--- config.mk ---
export PLATFORM = sky130hd
export DESIGN_NAME = wavetable_fetch
export DESIGN_NICKNAME = d
export VERILOG_FILES = /design/src/rtl/wavetable_fetch.sv
export SDC_FILE = /design/constraint.sdc
export NUM_CORES = 1
export LEC_CHECK = 0
export CAP_MARGIN = 20
export CELL_PAD_IN_SITES_DETAIL_PLACEMENT = 0
export CELL_PAD_IN_SITES_GLOBAL_PLACEMENT = 1
export CORE_MARGIN = 2
export CORE_UTILIZATION = 42
export CTS_CLUSTER_DIAMETER = 100
export DETAILED_ROUTE_END_ITERATION = 6
export HOLD_SLACK_MARGIN = 0.1
export PLACE_DENSITY = 0.93
export SYNTH_ARGS = -nofsm -noshare
export SYNTH_HDL_FRONTEND = slang
export SYNTH_SLANG_ARGS = --single-unit
export TNS_END_PERCENT = 10
--- constraint.sdc ---
create_clock -name clk -period 5.5 [get_ports clk]
set_clock_uncertainty 0.15 [all_clocks]
set_input_delay 1.65 -clock clk [delete_from_list [all_inputs] [get_ports clk]]
set_output_delay 1.65 -clock clk [all_outputs]
set_load 0.02 [all_outputs]
--- src/rtl/wavetable_fetch.sv ---
// Wavetable oscillator front end: phase accumulator plus a two-read fetch that presents (a, b, ratio) to the interpolator.
// Optional sticky overrun flag for dropped ticks when WAVETABLE_FETCH_OVERRUN_EN is defined.
module wavetable_fetch #(
  parameter int INPUT_BITS      = 16,
  parameter int RATIO_FRAC_BITS = 8,
  parameter int TABLE_BITS      = 8,
  parameter int PHASE_BITS      = 32
) (
  input  logic                       clk,
  input  logic                       reset,
  input  logic                       sample_tick,
  input  logic [PHASE_BITS-1:0]      increment,
  input  logic                       phase_reset,
  output logic [TABLE_BITS-1:0]      mem_addr,
  output logic                       mem_rd,
  input  logic [INPUT_BITS-1:0]      mem_q,
  output logic [INPUT_BITS-1:0]      a,
  output logic [INPUT_BITS-1:0]      b,
  output logic [RATIO_FRAC_BITS-1:0] ratio,
  output logic                       valid,
  output logic                       busy
`ifdef WAVETABLE_FETCH_OVERRUN_EN
  ,
  output logic                       overrun
`endif
);

  if (PHASE_BITS < TABLE_BITS + RATIO_FRAC_BITS) begin : g_param_check
    $error("wavetable_fetch: PHASE_BITS must be >= TABLE_BITS + RATIO_FRAC_BITS");
  end

  typedef enum logic [1:0] {IDLE, ADDR_B, CAP_A, CAP_B} state_t;

  state_t                     state_q, state_d;
  logic [PHASE_BITS-1:0]      phase_q, phase_d;
  logic [PHASE_BITS-1:0]      snap;
  logic [TABLE_BITS-1:0]      idx_q, idx_d;
  logic [RATIO_FRAC_BITS-1:0] ratio_lat_q, ratio_lat_d;
  logic [INPUT_BITS-1:0]      a_hold_q, a_hold_d;
  logic [INPUT_BITS-1:0]      a_q, a_d, b_q, b_d;
  logic [RATIO_FRAC_BITS-1:0] ratio_q, ratio_d;
  logic                       valid_q, valid_d;
  logic [TABLE_BITS-1:0]      mem_addr_q, mem_addr_d;
  logic                       mem_rd_q, mem_rd_d;
  logic                       busy_q, busy_d;
  logic                       ovr_q, ovr_d;

  always_comb begin
    state_d     = state_q;
    phase_d     = phase_q;
    idx_d       = idx_q;
    ratio_lat_d = ratio_lat_q;
    a_hold_d    = a_hold_q;
    a_d         = a_q;
    b_d         = b_q;
    ratio_d     = ratio_q;
    valid_d     = 1'b0;
    mem_addr_d  = mem_addr_q;
    mem_rd_d    = mem_rd_q;
    ovr_d       = ovr_q | (sample_tick & (state_q != IDLE));
    // Hard-sync zeroes the snapshot too, so a coincident tick fetches from 0 and lands on increment.
    snap        = phase_reset ? '0 : phase_q;
    if (phase_reset) phase_d = '0;

    case (state_q)
      IDLE: begin
        if (sample_tick) begin
          phase_d     = snap + increment;
          idx_d       = snap[PHASE_BITS-1 -: TABLE_BITS];
          ratio_lat_d = snap[PHASE_BITS-TABLE_BITS-1 -: RATIO_FRAC_BITS];
          mem_addr_d  = snap[PHASE_BITS-1 -: TABLE_BITS];
          mem_rd_d    = 1'b1;
          state_d     = ADDR_B;
        end
      end
      ADDR_B: begin
        mem_addr_d = idx_q + TABLE_BITS'(1);
        mem_rd_d   = 1'b1;
        state_d    = CAP_A;
      end
      CAP_A: begin
        a_hold_d = mem_q;
        mem_rd_d = 1'b0;
        state_d  = CAP_B;
      end
      CAP_B: begin
        a_d     = a_hold_q;
        b_d     = mem_q;
        ratio_d = ratio_lat_q;
        valid_d = 1'b1;
        state_d = IDLE;
      end
      default: state_d = IDLE;
    endcase

    busy_d = (state_d != IDLE);
  end

  always_ff @(posedge clk or posedge reset) begin
    if (reset) begin
      state_q     <= IDLE;
      phase_q     <= '0;
      idx_q       <= '0;
      ratio_lat_q <= '0;
      a_hold_q    <= '0;
      a_q         <= '0;
      b_q         <= '0;
      ratio_q     <= '0;
      valid_q     <= 1'b0;
      mem_addr_q  <= '0;
      mem_rd_q    <= 1'b0;
      busy_q      <= 1'b0;
      ovr_q       <= 1'b0;
    end else begin
      state_q     <= state_d;
      phase_q     <= phase_d;
      idx_q       <= idx_d;
      ratio_lat_q <= ratio_lat_d;
      a_hold_q    <= a_hold_d;
      a_q         <= a_d;
      b_q         <= b_d;
      ratio_q     <= ratio_d;
      valid_q     <= valid_d;
      mem_addr_q  <= mem_addr_d;
      mem_rd_q    <= mem_rd_d;
      busy_q      <= busy_d;
      ovr_q       <= ovr_d;
    end
  end

  assign mem_addr = mem_addr_q;
  assign mem_rd   = mem_rd_q;
  assign a        = a_q;
  assign b        = b_q;
  assign ratio    = ratio_q;
  assign valid    = valid_q;
  assign busy     = busy_q;
`ifdef WAVETABLE_FETCH_OVERRUN_EN
  assign overrun  = ovr_q;
`else
  logic unused_ovr;
  assign unused_ovr = ovr_q;
`endif

endmodule

# ---- After elaboration in Yosys (flattened, before gate mapping)
# Index checks and enable logic that the tools add are counted.
dict set report totals {
  register_bits 117
  latchBits 0
  ram_bits 0
  mem_bits_ro 0
  input_bits 52
  out_inout_bits 51
  wordCells 35
  memories 0
}
dict set report op_classes {
  n_addsub 2
  multipliers 0
  div 0
  order_cmp 0
  eq_ne 4
  n_shift 0
  n_mux 10
  bitwise 0
  n_reduce_logical 7
}
# cell n
set ops {}
lappend ops {{two-way mux 32 bit} 3}
lappend ops {{adder 32 bit} 1}
lappend ops {{one-hot mux 8 bit (2 select lines)} 1}
lappend ops {{adder 8 x 1 -> 8 bit, second input constant} 1}
lappend ops {{two-way mux 8 bit} 1}
lappend ops {{one-hot mux 2 bit (4 select lines)} 1}
lappend ops {{AND reduction 2 bit} 3}
lappend ops {{== test 2 bit, second input constant} 2}
lappend ops {{nonzero test 2 bit} 2}
lappend ops {{one-hot mux 1 bit (3 select lines)} 1}
lappend ops {{nonzero test 3 bit} 1}
lappend ops {{== test 2 x 1 -> 1 bit, second input constant} 1}
lappend ops {{logical NOT 2 bit} 1}
lappend ops {{two-way mux 1 bit} 2}
lappend ops {{two-way mux 2 bit} 1}
lappend ops {{inequality test 2 bit, second input constant} 1}

# ---- Logic depth before layout (Yosys ltp)
# Gate-level depths: netlist of run 1.
dict set report logic_depth {
  word_depth 4
  depth_mapped 12
  mapped_depth_nobuf 10
}

# ---- Worst setup path before layout of run 1
# No wires, ideal clock.
dict set report synth_timing {
  path_kind {in2reg}
  startpoint {input port phase_reset}
  endpoint {register phase_q[16]}
  setup_time_ns 0.133
  arrival_time_ns 3.726
  t_required_ns 5.217
  slack_ns 1.491
  stages 11
  path_buffers 1
  path_cell_list {clkbuf_1 nor2b_1 ha_1 fa_1 a21oi_1 o21ai_2 a311oi_2 o21ai_2 a21boi_0 xor2_1 o21ai_0}
}
dict set report synth_between {
  elab_chain_cells 4
}
# item line_no
set synth_rtl {}
lappend synth_rtl {{start: declaration} 13} ;# input logic phase_reset,
lappend synth_rtl {{two-way mux 32 bit *} {62, 63}}
lappend synth_rtl {{adder 32 bit} 68} ;# phase_d = snap + increment;
lappend synth_rtl {{two-way mux 32 bit} 67} ;# if (sample_tick) begin
lappend synth_rtl {{two-way mux 32 bit *} 65} ;# case (state_q)
lappend synth_rtl {{net phase_d[16]} 35} ;# logic [PHASE_BITS-1:0] phase_q, phase_d;
lappend synth_rtl {{end signal: assignment} 116} ;# phase_q <= phase_d;
lappend synth_rtl {{end: declaration} 35}
# The timed path passes the listed nets; every way through them passes the cells marked *.
# A chain may end at the register's enable or synchronous reset.

# ---- Final worst setup path of run 1
# Same ends and word-level chain as after synthesis.

==> results.md, run 1 <==
- Status: finished clean
- Initial core utilization: 42.8%
- GPL Wtd Cong: 0.898
- CTS tree: done
- Post-synthesis cell area: 0.00649 mm2
- CP cell instances: clkdlybuf4s50_1, buf_4, nor2b_1, ha_1, fa_1, a21oi_1, o21ai_2, a311oi_2, o21ai_2, a21boi_0, xor2_1, o21ai_0
- H-tree depth: 4
- Crit path launch type: input port
- Final Hold Viols: 0
- Synth-to-layout area growth: 27.9%
- Most numerous cell on the critical path: o21ai_2
- Post-synth EDFFs: 0
- Fin. max-slew vios: 0
- CP Class: in2reg
- Vias: 5,138
- Global-route wire length before repair: 25.8 mm
- Initial antenna violation count: 0
- Inserted Diodes: 0
- # IOs: 103
- Share of the clock period used by the worst path: 81.0%
- Remaining DRCs: 0
- Port Buffers: 102
- Area of the multi-input gates: 0.00338 mm2
- # setup viols final: 0
- Drt via density: 5.43
- Max-cap viol count: 0
- Net Sw Frac: 34.8%
- Final HPWL DP: 10.8 mm
- Post-Layout Cell Count: 946
- Total Wirelength: 15.4 mm
- Max FO, Critical Path: 32
- WL/cell: 16.3 um
- Grt ovf: 0
- Area taken by flip-flops and latches: 0.00293 mm2
- Min cycle time layout: 4460 ps
- Slew @ Worst Pin: 979 ps
- Die area: 0.0165 mm2
- FF+latch count, synth: 117
- Tot GR Track Use: 19.7%
- Final design utilization: 54.8%
- Final ANT Viol Nets: 0
- Cts hold-fix bufs: 0
- Post-Synthesis Cells: 655
- Total Neg Setup Slack: 0 ps
- Leak pwr: 0.00378 uW
- Nets: 834
- Die Height: 128 um
- Initial DRC count: 337
- Root Buffer: clkbuf_16
- Die W: 128 um
- Arr. time, crit path: 4550 ps
- Post-route cell area: 0.00830 mm2
- Synth Warn #: 0
- Worst-skew pair later-pin latency: 410 ps
- Max stage delay cell, worst path: clkdlybuf4s50_1
- Fraction of registers with async set/reset: 100%
- Power Internal: 2870 uW
- Core area: 0.0151 mm2
- Count of cells resized by post-cts repair: 0
- Worst Hold Class: reg2reg
- Seq/Total Area, Yosys: 45.1%
- Fillers: 1,265
- Post-Syn Nets: 744
- Row count: 45
- Drt first pass iters: 6
- RSZ-0062 raised after global routing: no
- Vias in the first global route: 5,292
- Achievable frequency: 0.224 GHz
- CTS clk-pin slew, worst paths: 60 ps
- Clk pwr share: 27.1%
- Postcts setup bufs: 0
- CTS Buffer Depth: 2
- Max IR drop VDD: 275 uV
- Comb power frac: 41.3%
- Largest stage delay, worst path: 450 ps
- CP Capture Type: flop
- Commonest non-fill, non-tap cell in the layout: dfrtp_1
- Required @ worst endpoint: 5600 ps
- Most frequent cells in the layout: dfrtp_1, nand2_1, clkdlybuf4s50_1
- Count of cell types in the netlist: 49
- Placed Cells: 914
- Power per cell area: 530 mW/mm2
- Switching power: 1530 uW
- CTS sink cnt: 117
- CTS Buf Count: 17
- Pin count of the biggest net entering global routing: 69
- Layout cell share with drive strength beyond 1: 14.9%
- Reg power frac: 31.6%
- Post-DP Area: 0.00766 mm2
- Mapped Avg Cell Area: 9.91 um2
- Slew margin rel.: 34.5%
- Main flop type after synthesis: dfrtp_1
## power groups by stage
stage / sequential (uW) / combinational [uW] / clock [uW]
6_report: 1390 / 1820 / 1190
5_1_grt: 1440 / 1980 / 1250
4_1_cts: 1390 / 1820 / 1210
3_5_place_dp: 1410 / 1810 / 0
3_3_place_gp: 1380 / 1770 / 0
2_1_floorplan: 1570 / 1010 / 0
## cell type report
class	count	area share, %
Multi-Input combinational cell	490	40.7
Sequential cell	117	35.3
Timing Repair Buffer	107	12.9
Clock buffer	19	5.34
Tap cell	188	2.83
Clock inverter	13	2.37
Inverter	12	0.573
## cells in the mapped netlist, types with 10 or more instances
| library cell | n | area share, % |
|---|---|---|
| nand2_1 | 106 | 6.1 |
| nand4_1 | 13 | 1.3 |
| nor2b_1 | 28 | 2.7 |
| a21o_1 | 20 | 2.3 |
| xnor2_1 | 17 | 2.3 |
| mux2_2 | 60 | 10 |
| o21ai_0 | 48 | 3.7 |
| xor2_1 | 10 | 1.3 |
| clkbuf_1 | 27 | 1.6 |
| nor2_1 | 19 | 1.1 |
| a21oi_1 | 41 | 3.2 |
| ha_1 | 36 | 6.9 |
| nand3_1 | 14 | 1.1 |
| dfrtp_1 | 117 | 45 |
| inv_1 | 12 | 0.69 |
## critical path: cells and delay by family
kind            cells  cell delay (ps)
xor+xnor            1              170
compound gates      6             1180
fa+ha+maj           2              640
buf+inv             2              790
simple gates        1              130
## logic make-up (layout without fill, tap and decap cells)
| family | after synthesis | in the layout | share of synthesized area, % |
|---|---|---|---|
| multiplexers | 61 | 61 | 10.6 |
| buffers and inverters | 48 | 151 | 2.85 |
| flip-flops | 117 | 117 | 45.1 |
| AO/OA/AOI/OAI | 152 | 152 | 15.0 |
| XOR/XNOR | 27 | 27 | 3.64 |
| AND/OR/NAND/NOR | 213 | 213 | 15.6 |
| adder cells (fa/ha/maj) | 37 | 37 | 7.25 |
## state kept, by name, indices dropped and copies added, names as in the netlist
name and count:
a_hold_q 16, state_q 2, mem_addr 8, b 16, busy 1, ratio_lat_q 8
a 16, mem_rd 1, valid 1, phase_q 32, ratio 8, idx_q 8
## layer usage
layer	share of wire, %	global-route usage, %	vias to the layer above	routed length, um
li1	-	-	2492	-
met1	43	25.1	2448	6660
met2	50	32.6	160	7740
met3	4.1	4.47	38	639
met4	2.5	7.69	0	393
met5	0	0	-	0
## path summary, 6_finish.rpt
path	startpoint	endpoint	slack, ps	cells after the start
min in group asynchronous	reset	b[15]	1530	2
worst min-delay path	mem_addr[6]	mem_addr[6]	330	2
worst max register to register	phase_q[0]	phase_q[16]	2700	10
worst max-delay path	phase_reset	phase_q[16]	1040	12
max in group asynchronous	reset	phase_q[20]	2880	3
worst min register to register	mem_addr[6]	mem_addr[6]	330	2
## metrics by stage
step | hold WS (ps) | worst slack (ps) | total power, uW
floorplan | 290 | 599 | 2580
global placement | 309 | 729 | 3150
detailed placement | 313 | 650 | 3210
CTS | 337 | 1070 | 4420
global route | 359 | 783 | 4660
finish | 334 | 1040 | 4400
Note: power is estimated with default switching activity, not from simulation.
==> run 2, diff against run 1 <==
- CORE_UTILIZATION: 42 -> 38
- PLACE_DENSITY: 0.93 -> 0.89
- clock period: 5.5 -> 3.9 ns (I/O delays scaled with it)
==> results.md, run 2 (synthesized netlist as in run 1, its figures left out) <==
- Cts hold-fix bufs: 0 (unchanged)
- Drt via density: 5.00 (-8.0%)
- Remaining DRCs: 0 (unchanged)
- Die W: 135 um (+5.0%)
- Initial DRC count: 275 (-18%)
- Max IR drop VDD: 314 uV (+14%)
- Post-DP Area: 0.00831 mm2 (+8.4%)
- Max-cap viol count: 0 (unchanged)
- Drt first pass iters: 4 (-2)
- Nets: 914 (+9.6%)
- Tot GR Track Use: 18.1% (-1.7 points)
- Die Height: 135 um (+5.0%)
- Share of the clock period used by the worst path: 94.7%
- Port Buffers: 102 (unchanged)
- Min cycle time layout: 3700 ps
- CTS sink cnt: 117 (unchanged)
- # IOs: 103 (unchanged)
- Final ANT Viol Nets: 0 (unchanged)
- WL/cell: 14.6 um (-11%)
- Global-route wire length before repair: 26.2 mm (+1.5%)
- Slew margin rel.: 33.9% (-0.57 points)
- Layout cell share with drive strength beyond 1: 23.0% (+8.1 points)
- Fin. max-slew vios: 0 (unchanged)
- Leak pwr: 0.00417 uW (+10%)
- GPL Wtd Cong: 0.877 (-2.4%)
- Vias: 5,286 (+2.9%)
- CTS tree: done
- Inserted Diodes: 0 (unchanged)
- CP Class: in2reg
- Row count: 47 (+4.4%)
- Commonest non-fill, non-tap cell in the layout: dfrtp_1
- Synth-to-layout area growth: 37.9%
- Initial antenna violation count: 0 (unchanged)
- H-tree depth: 4 (unchanged)
- Largest Register: phase_q
- Max FO, Critical Path: 12 (-63%)
- Grt ovf: 0 (unchanged)
- Required @ worst endpoint: 4100 ps (-1500 ps)
- Most frequent cells in the layout: dfrtp_1, nand2_1, clkdlybuf4s50_1
- Power per cell area: 709 mW/mm2 (+34%)
- RSZ-0062 raised after global routing: no
- Crit path launch type: input port
- Final HPWL DP: 11.3 mm (+4.9%)
- CTS Buffer Depth: 2 (unchanged)
- Max stage delay cell, worst path: clkdlybuf4s50_1
- Root Buffer: clkbuf_16
- Arr. time, crit path: 3900 ps (-650 ps)
- Vias in the first global route: 5,394 (+1.9%)
- CTS clk-pin slew, worst paths: 50 ps (about the same)
- Worst Hold Class: reg2reg
- Total Wirelength: 15.4 mm (-0.15%)
- Die area: 0.0181 mm2 (+10%)
- R2R setup slack: 1190 ps (-1510 ps)
- Max reg flops: 32 (unchanged)
- Worst-skew pair later-pin latency: 420 ps (about the same)
- Initial core utilization: 39.0% (-3.9 points)
- Status: finished clean
- Core area: 0.0166 mm2 (+9.9%)
- CTS Buf Count: 17 (unchanged)
- Final Hold Viols: 0 (unchanged)
- Post-route cell area: 0.00894 mm2 (+7.7%)
- Largest stage delay, worst path: 540 ps (+90 ps)
- # setup viols final: 0 (unchanged)
- Final Hold Slack: 321 ps (-13.0 ps)
- CP cell instances: clkdlybuf4s50_1, buf_4, nor2b_1, ha_1, and3_4, and3_1, o21ai_2, a2111oi_4, o21ai_1, a211o_1, nand3_1
- Final design utilization: 53.7% (-1.1 points)
- CP Capture Type: flop
- Slew @ Worst Pin: 991 ps (+11.9 ps)
- Pin count of the biggest net entering global routing: 76 (+10%)
- Achievable frequency: 0.271 GHz
[run 2: worst max-delay path: cells and delay by family]
family	cells	cell delay [ps]
adders and majority gates	1	380
and+or+nand+nor	4	560
AOI/OAI and AO/OA	4	1010
buffers and inverters	2	760
[run 2: worst paths after layout]
kind / depth (start not counted) / from / end
min: 2 / ratio_lat_q[5] / ratio_lat_q[5]
max in group asynchronous: 3 / reset / ratio_lat_q[2]
max: 11 / phase_reset / phase_q[27]
min reg2reg: 2 / ratio_lat_q[5] / ratio_lat_q[5]
min in group asynchronous: 3 / reset / mem_addr[7]
max reg2reg: 10 / phase_q[0] / phase_q[20]
[run 2: power by group]
part	total (uW)	internal, uW	switching [uW]
Sequential	1950	1720	225
Clock	1650	1090	567
Combinational	2740	1390	1350
[run 2: per-stage QoR]
step / TNS, ps / instances / setup slack (ps) / power (uW)
2_1_floorplan: 0 / 655 / 371 / 3640
3_3_place_gp: -1380 / 1025 / -162 / 4660
3_5_place_dp: -1950 / 1025 / -207 / 4720
4_1_cts: 0 / 1057 / 222 / 6400
5_1_grt: 0 / 1058 / 16.5 / 6760
6_report: 0 / 1058 / 205 / 6340
[run 2: layout make-up]
class,instances,area (um2)
tap,220,275
sequential,117,2930
fill,1502,7700
multi-input combinational,490,3380
clock buffer,20,447
inverter,12,48.8
clock inverter,12,178
timing repair buffer,187,1680
[run 2: what timing repair did]
action / 4_1_cts / 5_1_grt
gates resized for setup: 0 / 1
setup buffers: 0 / 1
endpoints found under the setup margin: 0 / 1
[run 2: routing by layer]
layer	wire, um	vias to the layer above	track usage [%]	part of all wire [%]
met3	458	19	3.79	3.0
li1	-	2644	-	-
met1	7170	2538	23.5	47
met5	0	-	0	0
met2	7560	85	30.2	49
met4	226	0	5.50	1.5
